## config.mk

```make
export PLATFORM = sky130hd
export DESIGN_NAME = ad_capture_packer
export DESIGN_NICKNAME = d
export VERILOG_FILES = /design/src/rtl/ad_pkg.sv /design/src/rtl/ad_rd_timer.sv /design/src/rtl/ad_capture_packer.sv
export SDC_FILE = /design/constraint.sdc
export NUM_CORES = 1
export LEC_CHECK = 0
export BUFFER_PORTS_ARGS = -buffer_cell sky130_fd_sc_hd__buf_2
export CELL_PAD_IN_SITES_DETAIL_PLACEMENT = 1
export CELL_PAD_IN_SITES_GLOBAL_PLACEMENT = 1
export CORE_AREA = 4 4 93 95
export DETAILED_ROUTE_END_ITERATION = 8
export DIE_AREA = 0 0 97 99
export GPL_TIMING_DRIVEN = 1
export MAX_ROUTING_LAYER = met4
export PLACE_DENSITY = 0.88
export SYNTH_ARGS = -nofsm -noshare
export SYNTH_HDL_FRONTEND = slang
export SYNTH_SLANG_ARGS = --single-unit
export TNS_END_PERCENT = 30
```

## constraint.sdc

```tcl
create_clock -name clk -period 2.2 [get_ports clk]
set_input_delay 0.11 -clock clk [delete_from_list [all_inputs] [get_ports clk]]
set_output_delay 0.11 -clock clk [all_outputs]
set_load 0.01 [all_outputs]
```

## src/rtl/ad_pkg.sv

```systemverilog
// ad_pkg: shared definitions for the ADC capture front end.
//   ad_state_t : capture FSM states
//   DATA_W     : ADC sample width
//   WORD_W     : packed FIFO word width (two samples)
//   max3       : helper for sizing shared counters
package ad_pkg;

    localparam int unsigned DATA_W = 16;
    localparam int unsigned WORD_W = 32;

    typedef enum logic [2:0] {
        AD_RST    = 3'd0,
        IDLE      = 3'd1,
        CONVST    = 3'd2,
        WAIT_BUSY = 3'd3,
        READ      = 3'd4
    } ad_state_t;

    function automatic int unsigned max3(input int unsigned a, input int unsigned b,
                                         input int unsigned c);
        int unsigned m;
        m = (a > b) ? a : b;
        return (m > c) ? m : c;
    endfunction

endpackage

```

## src/rtl/ad_rd_timer.sv

```systemverilog
// ad_rd_timer: CS/RD strobe sequencer for the read phase of one frame.
//   clk, reset : clock, asynchronous active-low reset
//   run        : high while the read phase is active; low clears the sequence
//   rd_n       : ADC read strobe, low for RD_LOW cycles then high for RD_HIGH per channel
//   ch         : index of the channel currently being read
//   capture    : high on the last low cycle of rd_n (sample point)
//   done       : high on the final cycle of the last channel
module ad_rd_timer #(
    parameter int unsigned NUM_CH  = 8,
    parameter int unsigned RD_LOW  = 2,
    parameter int unsigned RD_HIGH = 2,
    parameter int unsigned CH_W    = $clog2(NUM_CH)
) (
    input  logic            clk,
    input  logic            reset,
    input  logic            run,
    output logic            rd_n,
    output logic [CH_W-1:0] ch,
    output logic            capture,
    output logic            done
);

    localparam int unsigned SLOT = RD_LOW + RD_HIGH;
    localparam int unsigned PH_W = $clog2(SLOT + 1);

    logic [PH_W-1:0] phase;
    logic            last_phase;
    logic            last_ch;

    always_comb begin
        last_phase = (phase == PH_W'(SLOT - 1));
        last_ch    = (ch == CH_W'(NUM_CH - 1));
        rd_n       = !(run && (phase < PH_W'(RD_LOW)));
        capture    = run && (phase == PH_W'(RD_LOW - 1));
        done       = run && last_phase && last_ch;
    end

    always_ff @(posedge clk or negedge reset) begin
        if (!reset) begin
            phase <= '0;
            ch    <= '0;
        end else if (!run) begin
            phase <= '0;
            ch    <= '0;
        end else if (last_phase) begin
            phase <= '0;
            ch    <= last_ch ? '0 : ch + 1'b1;
        end else begin
            phase <= phase + 1'b1;
        end
    end

endmodule

```

## src/rtl/ad_capture_packer.sv

```systemverilog
// ad_capture_packer: front-end sampler for the 16-bit parallel multi-channel ADC.
// Resets the ADC, paces conversions, reads NUM_CH channels per frame and packs
// channel pairs into 32-bit words for the sample FIFO write side.
//   clk         : sampling clock
//   reset       : asynchronous active-low reset
//   start       : level, 1 = keep converting, 0 = stop after the current frame
//   ad_data     : ADC parallel data bus
//   ad_busy     : ADC busy (high during conversion)
//   first_data  : ADC marker, high while channel 0 is on the bus
//   ad_reset    : ADC reset, active high
//   ad_convst   : ADC conversion start (rising edge starts)
//   ad_cs_n     : ADC chip select, low for the whole read phase
//   ad_rd_n     : ADC read strobe
//   data_flag   : one-cycle pulse per captured sample
//   fifo_full   : sample FIFO full
//   fifo_wrreq  : one-cycle FIFO write request
//   fifo_data   : packed word {earlier channel, later channel}
//   overflow    : sticky, a word was dropped because the FIFO was full
//   sync_err    : sticky, first_data missing at ch0 or busy timeout
// Build option: define TEST_PATTERN_EN to capture a per-sample counter instead
// of ad_data (handshake timing unchanged).
module ad_capture_packer
    import ad_pkg::*;
#(
    parameter int unsigned NUM_CH      = 8,
    parameter int unsigned RST_CYCLES  = 10,
    parameter int unsigned CONV_PERIOD = 250,
    parameter int unsigned CONVST_LOW  = 4,
    parameter int unsigned RD_LOW      = 2,
    parameter int unsigned RD_HIGH     = 2,
    parameter int unsigned BUSY_TO     = 200
) (
    input  logic              clk,
    input  logic              reset,
    input  logic              start,
    input  logic [DATA_W-1:0] ad_data,
    input  logic              ad_busy,
    input  logic              first_data,
    output logic              ad_reset,
    output logic              ad_convst,
    output logic              ad_cs_n,
    output logic              ad_rd_n,
    output logic              data_flag,
    input  logic              fifo_full,
    output logic              fifo_wrreq,
    output logic [WORD_W-1:0] fifo_data,
    output logic              overflow,
    output logic              sync_err
);

    localparam int unsigned CH_W  = $clog2(NUM_CH);
    localparam int unsigned CNT_W = $clog2(max3(RST_CYCLES, CONVST_LOW, BUSY_TO) + 1);
    localparam int unsigned TMR_W = $clog2(CONV_PERIOD + 1);

    ad_state_t         state, next_state;
    logic [CNT_W-1:0]  cnt;
    logic [TMR_W-1:0]  tmr;
    logic              pending;
    logic              busy_q, busy_seen, busy_done;
    logic              tmr_wrap;
    logic              rd_run, rd_capture, rd_done;
    logic [CH_W-1:0]   rd_ch;
    logic              marker_bad, good_capture;
    logic [DATA_W-1:0] sample, hi_reg;
    logic              wr_pend;

    ad_rd_timer #(
        .NUM_CH (NUM_CH),
        .RD_LOW (RD_LOW),
        .RD_HIGH(RD_HIGH),
        .CH_W   (CH_W)
    ) u_rd_timer (
        .clk    (clk),
        .reset  (reset),
        .run    (rd_run),
        .rd_n   (ad_rd_n),
        .ch     (rd_ch),
        .capture(rd_capture),
        .done   (rd_done)
    );

`ifdef TEST_PATTERN_EN
    logic [DATA_W-1:0] pat_cnt;
    logic              unused_data;

    assign unused_data = ^ad_data;

    always_ff @(posedge clk or negedge reset) begin
        if (!reset) begin
            pat_cnt <= '0;
        end else if (good_capture) begin
            pat_cnt <= pat_cnt + 1'b1;
        end
    end

    always_comb sample = pat_cnt;
`else
    always_comb sample = ad_data;
`endif

    always_comb begin
        tmr_wrap     = (tmr == TMR_W'(CONV_PERIOD - 1));
        busy_done    = busy_seen && !busy_q;
        marker_bad   = rd_capture && (rd_ch == '0) && !first_data;
        good_capture = rd_capture && !marker_bad;
        data_flag    = good_capture;
        fifo_wrreq   = wr_pend && !fifo_full;
    end

    // Next-state and strobe decode
    always_comb begin
        next_state = state;
        ad_reset   = 1'b0;
        ad_convst  = 1'b1;
        ad_cs_n    = 1'b1;
        rd_run     = 1'b0;
        case (state)
            AD_RST: begin
                ad_reset = 1'b1;
                if (cnt == CNT_W'(RST_CYCLES - 1)) next_state = IDLE;
            end
            IDLE: begin
                if (start && (pending || tmr_wrap)) next_state = CONVST;
            end
            CONVST: begin
                ad_convst = 1'b0;
                if (cnt == CNT_W'(CONVST_LOW - 1)) next_state = WAIT_BUSY;
            end
            WAIT_BUSY: begin
                if (busy_done) next_state = READ;
                else if (cnt == CNT_W'(BUSY_TO - 1)) next_state = AD_RST;
            end
            READ: begin
                ad_cs_n = 1'b0;
                rd_run  = 1'b1;
                if (marker_bad) next_state = AD_RST;
                else if (rd_done) next_state = IDLE;
            end
            default: next_state = AD_RST;
        endcase
    end

    always_ff @(posedge clk or negedge reset) begin
        if (!reset) begin
            state <= AD_RST;
            cnt   <= '0;
        end else begin
            state <= next_state;
            cnt   <= (next_state != state) ? '0 : cnt + 1'b1;
        end
    end

    // Conversion pacing: pending remembers one missed or initial slot so a
    // late frame triggers exactly one conversion on return to IDLE.
    always_ff @(posedge clk or negedge reset) begin
        if (!reset) begin
            tmr       <= '0;
            pending   <= 1'b0;
            busy_q    <= 1'b0;
            busy_seen <= 1'b0;
        end else begin
            busy_q    <= ad_busy;
            busy_seen <= (state == WAIT_BUSY) && (busy_seen || busy_q);
            if ((state == IDLE) && (next_state == CONVST)) begin
                tmr     <= '0;
                pending <= 1'b0;
            end else begin
                tmr <= tmr_wrap ? '0 : tmr + 1'b1;
                if (state == AD_RST || tmr_wrap) pending <= 1'b1;
            end
        end
    end

    // Packing and status
    always_ff @(posedge clk or negedge reset) begin
        if (!reset) begin
            hi_reg    <= '0;
            fifo_data <= '0;
            wr_pend   <= 1'b0;
            overflow  <= 1'b0;
            sync_err  <= 1'b0;
        end else begin
            wr_pend <= good_capture && rd_ch[0];
            if (good_capture) begin
                if (!rd_ch[0]) hi_reg <= sample;
                else           fifo_data <= {hi_reg, sample};
            end
            if (wr_pend && fifo_full) overflow <= 1'b1;
            if (marker_bad ||
                ((state == WAIT_BUSY) && !busy_done && (cnt == CNT_W'(BUSY_TO - 1))))
                sync_err <= 1'b1;
        end
    end

endmodule

```

Word level (Yosys, flattened, before mapping)

Index checks and enable logic that the tools add are counted.
W data, S select, Z words.

Input bits: 22
RAM bits: 0
Output and inout bits: 40
Bits in latches: 0
Logic and storage cells: 86
ROM bits: 0
Memories: 0
Register bits after elaboration: 79

Multiply operators: 0
Equality and inequality tests: 14
Bitwise logic cells: 1
Reductions and logical operators: 31
Shifts and indexed selects: 0
Order comparisons: 1
Add/subtract/negate cells: 4
Muxes and demuxes: 22
Divide/modulo/power cells: 0

Operators by type and width:

| operator              | count |
|---|---|
| $mux W3               | 12 |
| $mux W8               | 3 |
| $add A8 B1 Y8 const B | 2 |
| $eq A8 B8 Y1 const B  | 2 |
| $logic_and A1 B1 Y1   | 16 |
| $pmux W3 S5           | 1 |
| $eq A3 B2 Y1 const B  | 4 |
| $eq A8 B2 Y1 const B  | 1 |
| $eq A8 B4 Y1 const B  | 1 |
| $add A3 B1 Y3 const B | 2 |
| $eq A3 B1 Y1 const B  | 2 |
| $eq A3 B3 Y1 const B  | 2 |
| $logic_not A1 Y1      | 6 |
| $logic_not A3 Y1      | 2 |
| $mux W1               | 6 |
| $logic_or A1 B1 Y1    | 4 |
| $reduce_and A2 Y1     | 2 |
| $lt A3 B2 Y1 const B  | 1 |
| $ne A3 B3 Y1          | 1 |
| $ne A2 B2 Y1 const B  | 1 |
| $reduce_bool A2 Y1    | 1 |
| $not A1 Y1            | 1 |

Depth between registers and ports, before layout

Gate-level depths: netlist of the first run.

Depth in word-level cells: 10
Mapped depth: 8
Depth with buffers taken out: 7

Hierarchy

Synthesis of the first run repeated with hierarchy kept, for this count alone.

Cell total of the unflattened synthesis: 254
Area, all modules: 3359.5 um^2

By module, submodules not included:

| module            | times used | area an instance (um^2) | seq. area each (um^2) | cells an instance |
|---|---|---|---|---|
| ad_capture_packer | 1          | 3042.9                  | 1826.8                | 225 |
| ad_rd_timer       | 1          | 316.6                   | 150.1                 | 29 |

Worst setup path after synthesis of the first run

Ideal clock, no wire load.

Path type: register -> register
Start point: reg u_rd_timer.phase[1]
End point: reg hi_reg[10]
Setup slack: 0.211 ns
Stages on the path, launching flop included: 9
Data arrival time: 1.865 ns
Buffers on the path: 2
Library setup time: 0.125 ns
Clock period less this slack: 1.989 ns
Required time: 2.075 ns
Cells stage by stage: dfrtp_1 -> inv_1 -> ha_1 -> or2b_2 -> nor3b_4 -> and2_2 -> buf_6 -> buf_12 -> mux2_2

Cells in the longest elaborated chain, start to end: 7

Ends and longest elaborated chain:

| item                                   | line                     | text |
|---|---|---|
| from (decl)                            | ad_rd_timer.sv:26        | `logic [PH_W-1:0] phase;` |
| from (signal assigned)                 | ad_rd_timer.sv:49        | `phase <= phase + 1'b1;` |
| $eq A3 B1 Y1 (*)                       | ad_rd_timer.sv:34        | `capture = run && (phase == PH_W'(RD_LOW - 1));` |
| $logic_and A1 B1 Y1 (*)                | ad_rd_timer.sv:34        |  |
| $logic_and A1 B1 Y1 (2 in series)      | ad_capture_packer.sv:104 | `marker_bad = rd_capture && (rd_ch == '0) && !first_data;` |
| $logic_not A1 Y1                       | ad_capture_packer.sv:105 | `good_capture = rd_capture && !marker_bad;` |
| $logic_and A1 B1 Y1 (*)                | ad_capture_packer.sv:105 |  |
| via data_flag                          | ad_capture_packer.sv:43  | `output logic data_flag,` |
| $reduce_and A2 Y1 (no source line) (*) | -                        |  |
| to (signal assigned)                   | ad_capture_packer.sv:185 | `if (!rd_ch[0]) hi_reg <= sample;` |
| to (decl)                              | ad_capture_packer.sv:64  | `logic [DATA_W-1:0] sample, hi_reg;` |

Mark *: on every way through the listed nets, which the timed path passes. The rest lies on a longest branch.
A chain may end at the register's enable or synchronous reset.

Worst setup path in the final report of the first run

Start point: reg u_rd_timer.ch[0]
End point: reg fifo_data[25]

Cells in the longest elaborated chain, start to end: 6

Ends and longest elaborated chain:

| item                                   | line                     | text |
|---|---|---|
| from (decl)                            | ad_rd_timer.sv:18        | `output logic [CH_W-1:0] ch,` |
| from (signal assigned)                 | ad_rd_timer.sv:47        | `ch <= last_ch ? '0 : ch + 1'b1;` |
| $logic_not A3 Y1                       | ad_capture_packer.sv:104 |  |
| $logic_and A1 B1 Y1 (2 in series)      | ad_capture_packer.sv:104 |  |
| $logic_not A1 Y1                       | ad_capture_packer.sv:105 |  |
| $logic_and A1 B1 Y1                    | ad_capture_packer.sv:105 |  |
| $reduce_and A2 Y1 (no source line) (*) | -                        |  |
| to (signal assigned)                   | ad_capture_packer.sv:186 | `else fifo_data <= {hi_reg, sample};` |
| to (decl)                              | ad_capture_packer.sv:46  | `output logic [WORD_W-1:0] fifo_data,` |

Every way passes the cells marked *; elsewhere a longest branch is shown, timed or not.

==> results.py, run 1 <==
metrics = {
    "run_status": {
        "status": "finished, final reports clean",
    },
    "clocking": {
        "clk_latency_ns": 0.34,
        "clkTransAtPathRegs_ns": 0.08,
        "cts_made_buffers": 9,
        "cts_max_level": 3,
        "cts.sinks": 79,
        "clockBufferDepth": 2,
        "cts_root_buffer": "clkbuf_8",
        "tritoncts": "built",
    },
    "finish": {
        "stdcell_area_um2": 4039,
        "syn2layout_area_growth_pct": 19.64,
        "largest_reg_flops": 32,
        "layout.nets": 362,
        "mostFrequentLayoutCells": "dfrtp_1, buf_2, mux2_2",
        "layout-drive-gt1-share": 0.4119,
        "mostFrequentLayoutCell": "dfrtp_1",
        "post_layout_nonfiller_instances": 437,
        "antenna_cells": 0,
    },
    "floorplan": {
        "die_area_um2": 9603,
        "die_y_um": 99,
        "rows": 32,
        "start_util": 0.4369,
        "die-width_um": 97,
        "io_pins": 62,
        "coreArea_um2": 7727,
    },
    "grt": {
        "top_usage_layer": "met2",
        "grtUsageTotal": 0.1669,
        "use_met2": 0.2893,
        "gr-usage-met3": 0.05662,
        "antenna_found_initial": 0,
        "grt_max_degree": 80,
        "grt_pass1_vias": 2471,
        "grtUsageMet1": 0.1882,
        "grt_pass1_wl_mm": 12.53,
        "overflow": 0,
    },
    "power": {
        "intPower_mw": 2.351,
        "seq_power_share": 0.514,
        "pwr-share-clk": 0.317,
        "p_leak_nw": 2.117,
        "p_comb_frac": 0.169,
        "vdd_ir_drop_max_uv": 564.7,
        "switching_share": 0.2997,
        "power.density_nw_per_um2": 831.3,
        "switching_power_mw": 1.006,
    },
    "placed_design": {
        "portBuffers": 61,
        "gp_congestion": 0.8018,
        "placement.cell_area_um2": 3766,
        "dp_cells": 414,
        "place_hpwl_mm": 5.180,
    },
    "yosys": {
        "yosysWarnings": 0,
        "post_synth.cell_area_avg_um2": 13.29,
        "ys_seq_elements": 79,
        "synthCells": 254,
        "ys_seq_area_frac": 0.5856,
        "synth_cell_types": 40,
        "synth_nets": 285,
        "netlist_area_um2": 3376,
    },
    "timing": {
        "slew_headroom": 0.3459,
        "setup_viol": 0,
        "rsz0062_at_grt": "false",
        "clock.fmax_mhz": 485.6,
        "post-route-period-util": 0.9360,
        "skew_ns": 0.006764,
        "fin_setup_tns_ns": 0,
        "worstMarginPinSlew_ns": 0.9812,
        "slew_viol_final": 0,
        "hold_viol": 0,
        "min_period_ns": 2.059,
    },
    "route": {
        "vias_per_cell": 5.066,
        "wl_per_cell_um": 16.64,
        "drtIter0Drc": 70,
        "ant_nets": 0,
        "wl_mm": 7.272,
        "firstDrtPassIters": 4,
        "via_count": 2214,
        "post-route-drc-count": 0,
    },
    "worst_setup_path": {
        "cp.required_ns": 2.43,
        "max_stage_delay_ns": 0.44,
        "crit_path_top_delay_cell": "dfrtp_1",
        "worst-path-max-fanout": 33,
        "cp-end-kind": "register",
        "path_delay_family": "simple AND/OR/NAND/NOR gates",
        "start_kind": "register",
        "path_class": "reg -> reg",
        "cp_num_buf_inv": 2,
        "arrival_ns": 2.29,
        "path_cells": "inv_1, ha_1, or3b_4, nor3b_4, nand2_2, buf_12, mux2_2",
    },
    "min_path": {
        "hp-class": "in -> reg",
    },
    "job": {
        "maxCapViolations": 0,
    },
}
## metrics by stage
step	total power [mW]	worst slack (ns)	hold WS, ns	utilization
2_1_floorplan	2.085	0.2105	-0.1856	-
3_3_place_gp	2.254	0.1757	0.2277	0.4874
3_5_place_dp	2.293	0.04038	0.2305	0.4874
4_1_cts	3.381	0.006963	0.0009479	0.5202
5_1_grt	3.581	0.03425	0.006687	0.5227
6_report	3.357	0.1407	0.01336	0.5227
## what timing repair did
item | CTS | global route
setup endpoints to repair | 0 | 24
gates resized for setup | 0 | 1
buffers inserted | 0 | 1
hold endpoints to repair | 84 | 1
hold buffers | 6 | 1
## synthesized netlist by cell type (all sizes together)
cell	instances	share of area
xnor2	6	0.016
o22a	1	0.0026
nor3b	3	0.013
nor3	6	0.0089
or3	1	0.0022
nand3b	1	0.0022
and3	4	0.0074
o21ai	2	0.0030
nor2	22	0.024
nand4b	1	0.0026
inv	10	0.011
a21oi	11	0.016
a21o	1	0.0022
or3b	1	0.0033
mux2i	1	0.0030
nand3	7	0.010
and3b	1	0.0026
clkbuf	3	0.012
nand2b	3	0.0056
nand2	8	0.0096
a31oi	1	0.0019
nand4	2	0.0037
ha	9	0.033
dfrtp	79	0.59
or2b	1	0.0026
o221ai	1	0.0026
nor2b	3	0.0056
o211ai	3	0.0067
xor2	6	0.016
mux2	48	0.16
and2	1	0.0022
a31o	2	0.0052
buf	2	0.0093
or2	1	0.0019
o31a	1	0.0026
o2111ai	1	0.0026
## routing by layer
metal | wire length (um) | up-vias
li1 | - | 1040
met5 | 0 | -
met1 | 3120 | 1109
met4 | 70 | 0
met3 | 394 | 9
met2 | 3686 | 56
## power by group through the flow
stage | Combinational, mW | Sequential, mW | Clock, mW
finish | 0.567 | 1.73 | 1.06
CTS | 0.551 | 1.73 | 1.10
detailed placement | 0.540 | 1.75 | 0
floorplan | 0.365 | 1.72 | 0
global placement | 0.509 | 1.74 | 0
global route | 0.654 | 1.75 | 1.18
## area by class of cell
cell class	instances	area (um^2)
Sequential cell	79	1977
Tap cell	102	127.6
Inverter	10	37.54
Clock buffer	9	123.9
Multi-Input combinational cell	160	1290
Fill cell	814	3689
Clock inverter	6	70.07
Timing Repair Buffer	71	412.9
## cell families (layout without fill, tap and decap cells)
logic type	after synthesis	after routing	share of synthesized area
flip-flops	79	79	0.5856
AND/OR/NAND/NOR	66	66	0.1086
multiplexers	49	49	0.1631
AO/OA/AOI/OAI	24	24	0.04559
buffers and inverters	15	96	0.03262
XOR/XNOR	12	12	0.03113
adder cells (fa/ha/maj)	9	9	0.03336
## final timing paths
path / startpoint / endpoint / slack (ns) / cells after the start
min in group asynchronous: reset / fifo_data[31] / 0.48 / 2
max in group asynchronous: reset / hi_reg[8] / 1.10 / 2
hold / removal: ad_data[3] / hi_reg[3] / 0.01 / 2
setup reg to reg: u_rd_timer.ch[0] / fifo_data[25] / 0.14 / 7
setup / recovery: u_rd_timer.ch[0] / fifo_data[25] / 0.14 / 7
hold reg to reg: overflow / overflow / 0.46 / 1
Power figures use the tool's default switching activity.
==> run 2: changes to the inputs <==
ABC_AREA = 1   (was unset)
CORE_AREA = 4 4 97 99   (was 4 4 93 95)
DIE_AREA = 0 0 101 103   (was 0 0 97 99)
==> run 2 against run 1 <==
Compared with the run above:
- design area rose by 3.8%
- synthesized cell count grew 53%
- sequential cell count unchanged
- first-iteration DRC count is the same
- final cell count rose by 32%
- global-route usage increased by 1.7 points
- critical path type unchanged
- register-to-register slack better by 0.16 ns
- clock power increased by 19%
- non-clock buffer count rose by 2
- sequential share of layout area decreased by 1.8 points
- core utilization is 3.2 points lower
- clock skew increased by 0.0099 ns
==> results.py, run 2 <==
metrics = {
    "yosys": {
        "synth_simple_gate_area_frac": 0.2285,
        "synth_xor_area_frac": 0.01774,
        "synth_compound_gate_area_share": 0.06807,
        "synth_flop_cell": "dfrtp_1",
        "ys_seq_elements": 79,
        "synth.largest_area_cell": "dfrtp_1",
        "post_synth.cell_area_avg_um2": 8.884,
        "ys_seq_area_frac": 0.5720,
        "muxShareOfSynthArea": 0,
        "netlist_area_um2": 3456,
        "yosysWarnings": 0,
        "synth_top_area_share": 0.5720,
        "synth_top_family_by_area": "simple AND/OR/NAND/NOR gates",
        "synthAdderAreaFrac": 0.03259,
        "synthCells": 389,
        "synth-edff-count": 0,
        "synthArstFlopShare": 1.000,
        "synth_most_common_cell": "nand2_1",
        "synth_nets": 420,
        "ys_top_cells_by_area": "dfrtp_1, nand2_1, inv_1",
        "synth_cell_types": 29,
        "synth_common_cells": "nand2_1, dfrtp_1, inv_1",
    },
    "worst_setup_path": {
        "cp_num_buf_inv": 5,
        "max_stage_delay_ns": 0.39,
        "worst-path-max-fanout": 32,
        "r2r_slack_ns": 0.30,
        "path_delay_family": "buffers and inverters",
        "cp.required_ns": 2.49,
        "path_cells": "inv_1, ha_1, inv_1, nor3_2, inv_1, nand2_2, nor2_4, inv_2, buf_4, nand2_1, o21ai_2",
        "arrival_ns": 2.18,
        "cp-end-kind": "register",
        "path_class": "reg -> reg",
        "critPathMostFrequentCell": "inv_1",
        "crit_path_top_delay_cell": "dfrtp_1",
        "start_kind": "register",
    },
    "finish": {
        "mostFrequentLayoutCell": "nand2_1",
        "ff_latch_area_um2": 1977,
        "post_layout_nonfiller_instances": 577,
        "layout.nets": 495,
        "nFillCells": 1025,
        "antenna_cells": 0,
        "mostFrequentLayoutCells": "nand2_1, dfrtp_1, buf_2",
        "syn2layout_area_growth_pct": 21.29,
        "multi_input_area_um2": 1204,
        "largest_reg_flops": 32,
        "layout-drive-gt1-share": 0.2047,
    },
    "route": {
        "post-route-drc-count": 0,
        "drtIter0Drc": 70,
        "drt-met1-wl_mm": 3.576,
        "wl_met2_mm": 4.429,
        "via_count": 2792,
        "wl_mm": 8.596,
        "met3_length_um": 481,
        "wl_per_cell_um": 14.90,
        "ant_nets": 0,
        "firstDrtPassIters": 4,
        "top_layer_used": "met4",
        "vias_per_cell": 4.839,
    },
    "grt": {
        "overflow": 0,
        "grt_pass1_vias": 3079,
        "grt_max_degree": 46,
        "grtUsageTotal": 0.1835,
        "antenna_found_initial": 0,
        "grt_pass1_wl_mm": 14.43,
    },
    "floorplan": {
        "die_area_um2": 10400,
        "start_util": 0.4042,
        "io_pins": 62,
        "die-width_um": 101,
        "die_y_um": 103,
        "rows": 34,
        "coreArea_um2": 8551,
    },
    "clocking": {
        "clkTransAtPathRegs_ns": 0.09,
        "clk_latency_ns": 0.36,
        "cts.sinks": 79,
        "cts_max_level": 3,
        "cts_made_buffers": 9,
        "cts_root_buffer": "clkbuf_8",
        "tritoncts": "built",
        "clockBufferDepth": 2,
    },
    "timing": {
        "clock.fmax_mhz": 526.9,
        "slew_headroom": 0.6782,
        "holdWs_ns": 0.02131,
        "worstMarginPinSlew_ns": 0.4827,
        "hold_viol": 0,
        "slew_viol_final": 0,
        "setup_viol": 0,
        "skew_ns": 0.01670,
        "min_period_ns": 1.898,
        "rsz0062_at_grt": "false",
        "fin_setup_tns_ns": 0,
        "post-route-period-util": 0.8627,
    },
    "job": {
        "maxCapViolations": 0,
    },
    "min_path": {
        "hp-class": "in -> reg",
    },
    "power": {
        "power.density_nw_per_um2": 895.3,
        "p_leak_nw": 2.321,
        "vdd_ir_drop_max_uv": 461.5,
        "power_mw": 3.753,
    },
    "placed_design": {
        "gp_congestion": 0.7961,
        "dp_cells": 554,
        "place_hpwl_mm": 6.178,
        "portBuffers": 61,
    },
    "run_status": {
        "status": "finished, final reports clean",
    },
}
## run 2: cell types whose count changed after synthesis, moves of 5 or more
cell	change
buf_2	+5
nand3_1	+9
o21ai_0	+24
o21ai_1	+6
inv_1	+48
a21oi_1	-9
nand2_1	+106
nor2_1	+13
mux2_2	-48
xnor2_1	-6
## run 2: area by class of cell
type,count,area share
clock inverters,7,0.02537
clock buffers,9,0.02955
repair buffers,73,0.1021
well taps,108,0.03224
multi-input cells,243,0.2872
inverters,58,0.05194
flip-flops and latches,79,0.4716
## run 2: logic make-up after synthesis
logic type	Yosys count
AND/OR/NAND/NOR	185
buffers and inverters	67
flip-flops	79
adder cells (fa/ha/maj)	9
AO/OA/AOI/OAI	42
XOR/XNOR	7
## run 2: final timing paths
path                       cells after the start            end              from
hold reg to reg                                1       overflow          overflow
min in group asynchronous                      2  fifo_data[12]             reset
hold / removal                                 3      hi_reg[7]        ad_data[7]
max in group asynchronous                      3  fifo_data[27]             reset
setup reg to reg                              11  fifo_data[14]  u_rd_timer.ch[0]
setup / recovery                              11  fifo_data[14]  u_rd_timer.ch[0]
## run 2: per-layer routing
layer	track usage	vias up
met2	0.3225	66
li1	-	1346
met1	0.2007	1368
met5	-	-
met3	0.05413	12
met4	0.05726	0
## run 2: per-stage QoR
step | setup slack (ns) | utilization | instance area, um^2
floorplan | 0.4729 | - | 3456
global placement | 0.4156 | 0.4545 | 3886
detailed placement | 0.1936 | 0.4545 | 3886
CTS | 0.1755 | 0.4896 | 4187
global route | 0.06224 | 0.4902 | 4192
finish | 0.3021 | 0.4902 | 4192
## run 2: what timing repair did
| item | 4_1_cts | 5_1_grt |
|---|---|---|
| resized for setup | 0 | 1 |
| buffers inserted | 0 | 0 |
| hold buffers | 7 | 0 |
| endpoints found under the hold margin | 41 | 0 |
| endpoints found under the setup margin | 0 | 24 |
## run 2: worst reg2reg max path, cell delays in order (launching register included)
cell and delay, ns:
dfrtp_1 0.39, inv_1 0.18, ha_1 0.19, inv_1 0.05
nor3_2 0.18, inv_1 0.08, nand2_2 0.12, nor2_4 0.05
inv_2 0.06, buf_4 0.32, nand2_1 0.14, o21ai_2 0.08
## run 2: where the power goes
group	internal (mW)	switching, mW
registers	1.59	0.158
clock network	0.663	0.599
logic	0.277	0.462
==> run 3: changes to the inputs <==
--- a/config.mk
+++ b/config.mk
@@ -11,5 +11,5 @@
 export CELL_PAD_IN_SITES_GLOBAL_PLACEMENT = 1
-export CORE_AREA = 4 4 97 99
+export CORE_AREA = 4 4 70 137
 export DETAILED_ROUTE_END_ITERATION = 8
-export DIE_AREA = 0 0 101 103
+export DIE_AREA = 0 0 74 141
 export GPL_TIMING_DRIVEN = 1
--- a/constraint.sdc
+++ b/constraint.sdc
@@ -3,2 +3,2 @@
 set_output_delay 0.11 -clock clk [all_outputs]
-set_load 0.01 [all_outputs]
+set_load 0.005 [all_outputs]
==> run 3 against run 2 <==
Compared with the run above:
- global-route usage shrank 0.13 points
- routed wire length fell by 2.3%
- via count decreased by 1.8%
- core utilization is essentially flat
- critical path depth shrank 1
- total power increased by 6.8%
- final cell count shrank 2.3%
- non-clock buffer count fell by 5
- register-to-register slack barely moved
- clock-buffer cell count increased by 4
- first-iteration DRC count rose by 17%
- critical endpoint is now fifo_data[9]
- highest routed layer unchanged
==> results.py, run 3 (synthesis results as in run 2) <==
metrics = {
    "worst_setup_path": {
        "cp-end-kind": "register",
        "cp_num_buf_inv": 4,
        "worst-path-max-fanout": 28,
        "crit_path_top_delay_cell": "dfrtp_1",
        "path_class": "reg -> reg",
        "r2r_slack_ns": 0.30,
        "arrival_ns": 2.10,
        "path_delay_family": "simple AND/OR/NAND/NOR gates",
        "cp.required_ns": 2.40,
        "max_stage_delay_ns": 0.38,
        "r2r_cells": 10,
        "critPathMostFrequentCell": "inv_1",
        "reg2reg_to": "fifo_data[9]",
        "start_kind": "register",
        "r2r_start": "u_rd_timer.phase[1]",
        "path_cells": "inv_1, ha_1, inv_1, nor3_4, nand2_2, nor2_4, inv_2, buf_4, nand2_1, o21ai_0",
    },
    "clocking": {
        "cts_root_buffer": "clkbuf_16",
        "clockBufferDepth": 2,
        "cts_max_level": 3,
        "tritoncts": "built",
        "cts_setup_buffers": 0,
        "clk_latency_ns": 0.33,
        "clkTransAtPathRegs_ns": 0.06,
        "cts_made_buffers": 9,
        "cts.sinks": 79,
    },
    "timing": {
        "slew_viol_final": 0,
        "slew_headroom": 0.6540,
        "worstMarginPinSlew_ns": 0.5190,
        "post-route-period-util": 0.8638,
        "setup_ws_ns": 0.2996,
        "holdWs_ns": 0.03606,
        "hold_viol": 0,
        "rsz0062_at_grt": "false",
        "clock.fmax_mhz": 526.2,
        "skew_ns": 0.005016,
        "min_period_ns": 1.900,
        "setup_viol": 0,
        "fin_setup_tns_ns": 0,
    },
    "floorplan": {
        "io_pins": 62,
        "die-width_um": 74,
        "die_area_um2": 10430,
        "coreArea_um2": 8588,
        "start_util": 0.4024,
        "die_y_um": 141,
        "rows": 48,
    },
    "finish": {
        "largest_reg_flops": 32,
        "fin_util": 0.4907,
        "layout-drive-gt1-share": 0.2026,
        "antenna_cells": 0,
        "mostFrequentLayoutCells": "nand2_1, dfrtp_1, buf_2",
        "layout.nets": 490,
        "syn2layout_area_growth_pct": 21.94,
        "nFillCells": 1028,
        "stdcell_area_um2": 4214,
        "mostFrequentLayoutCell": "nand2_1",
    },
    "route": {
        "drtIter0Drc": 82,
        "wl_mm": 8.395,
        "ant_nets": 0,
        "wl_per_cell_um": 14.88,
        "via_count": 2743,
        "vias_per_cell": 4.863,
        "firstDrtPassIters": 4,
        "post-route-drc-count": 0,
    },
    "grt": {
        "grt_pass1_wl_mm": 13.91,
        "antenna_found_initial": 0,
        "grt_pass1_vias": 3042,
        "grtUsageTotal": 0.1822,
        "overflow": 0,
        "grt_max_degree": 43,
    },
    "job": {
        "maxCapViolations": 0,
    },
    "power": {
        "vdd_ir_drop_max_uv": 573.0,
        "power.density_nw_per_um2": 950.7,
        "p_leak_nw": 2.337,
    },
    "placed_design": {
        "placement.cell_area_um2": 3869,
        "portBuffers": 61,
        "gp_congestion": 0.8206,
        "place_ws_ns": 0.1840,
        "place_hpwl_mm": 6.568,
    },
    "run_status": {
        "status": "finished, final reports clean",
    },
    "min_path": {
        "hp-class": "in -> reg",
        "hold-path-endpoint": "fifo_data[6]",
        "hp-start": "ad_data[6]",
        "holdPathStages": 3,
    },
}
## run 3: worst max-delay path by stage
stage	to	depth (start not counted)	startpoint	slack (ns)
6_report	fifo_data[9]	10	u_rd_timer.phase[1]	0.30
5_1_grt	fifo_data[8]	10	u_rd_timer.phase[1]	0.1
4_1_cts	hi_reg[13]	11	u_rd_timer.ch[0]	0.16
3_5_place_dp	hi_reg[13]	11	u_rd_timer.ch[0]	0.18
3_3_place_gp	fifo_data[8]	10	u_rd_timer.ch[0]	0.36
2_1_floorplan	hi_reg[10]	10	u_rd_timer.ch[0]	0.50
## run 3: report_power, final
group | leakage, nW | internal [mW] | switching, mW
registers | 1.07 | 1.60 | 0.162
clock network | 0.156 | 0.967 | 0.553
logic | 1.11 | 0.271 | 0.455
## run 3: metal layers
layer / vias to the layer above / GRT usage / wire [um]
met4: 0 / 0.09742 / 310
met5: - / - / 0
met1: 1331 / 0.1775 / 3058
met3: 22 / 0.04283 / 278
met2: 53 / 0.3198 / 4747
li1: 1337 / - / -
## run 3: tightest hold or removal path, cell delays in order
cell and delay (ns):
buf_2 0.09, inv_1 0.05, o21ai_1 0.07
## run 3: timing repair
item / in CTS / in global routing
setup endpoints to repair: 0 / 1
hold buffers: 3 / 0
hold endpoints to repair: 39 / 0
resized for setup: 0 / 1
## run 3: per-stage QoR
step | power [mW] | instances
4_1_cts | 4.059 | 564
2_1_floorplan | 2.245 | 389
5_1_grt | 4.251 | 564
3_5_place_dp | 2.513 | 545
3_3_place_gp | 2.447 | 545
6_report | 4.006 | 564
## run 3: area by class of cell
type	instances	area [um^2]	area share
repair buffers	68	380.4	0.09026
multi-input cells	243	1204	0.2856
flip-flops and latches	79	1977	0.4691
well taps	100	125.1	0.02969
clock inverters	3	40.04	0.009501
clock buffers	13	270.3	0.06413
inverters	58	217.7	0.05166
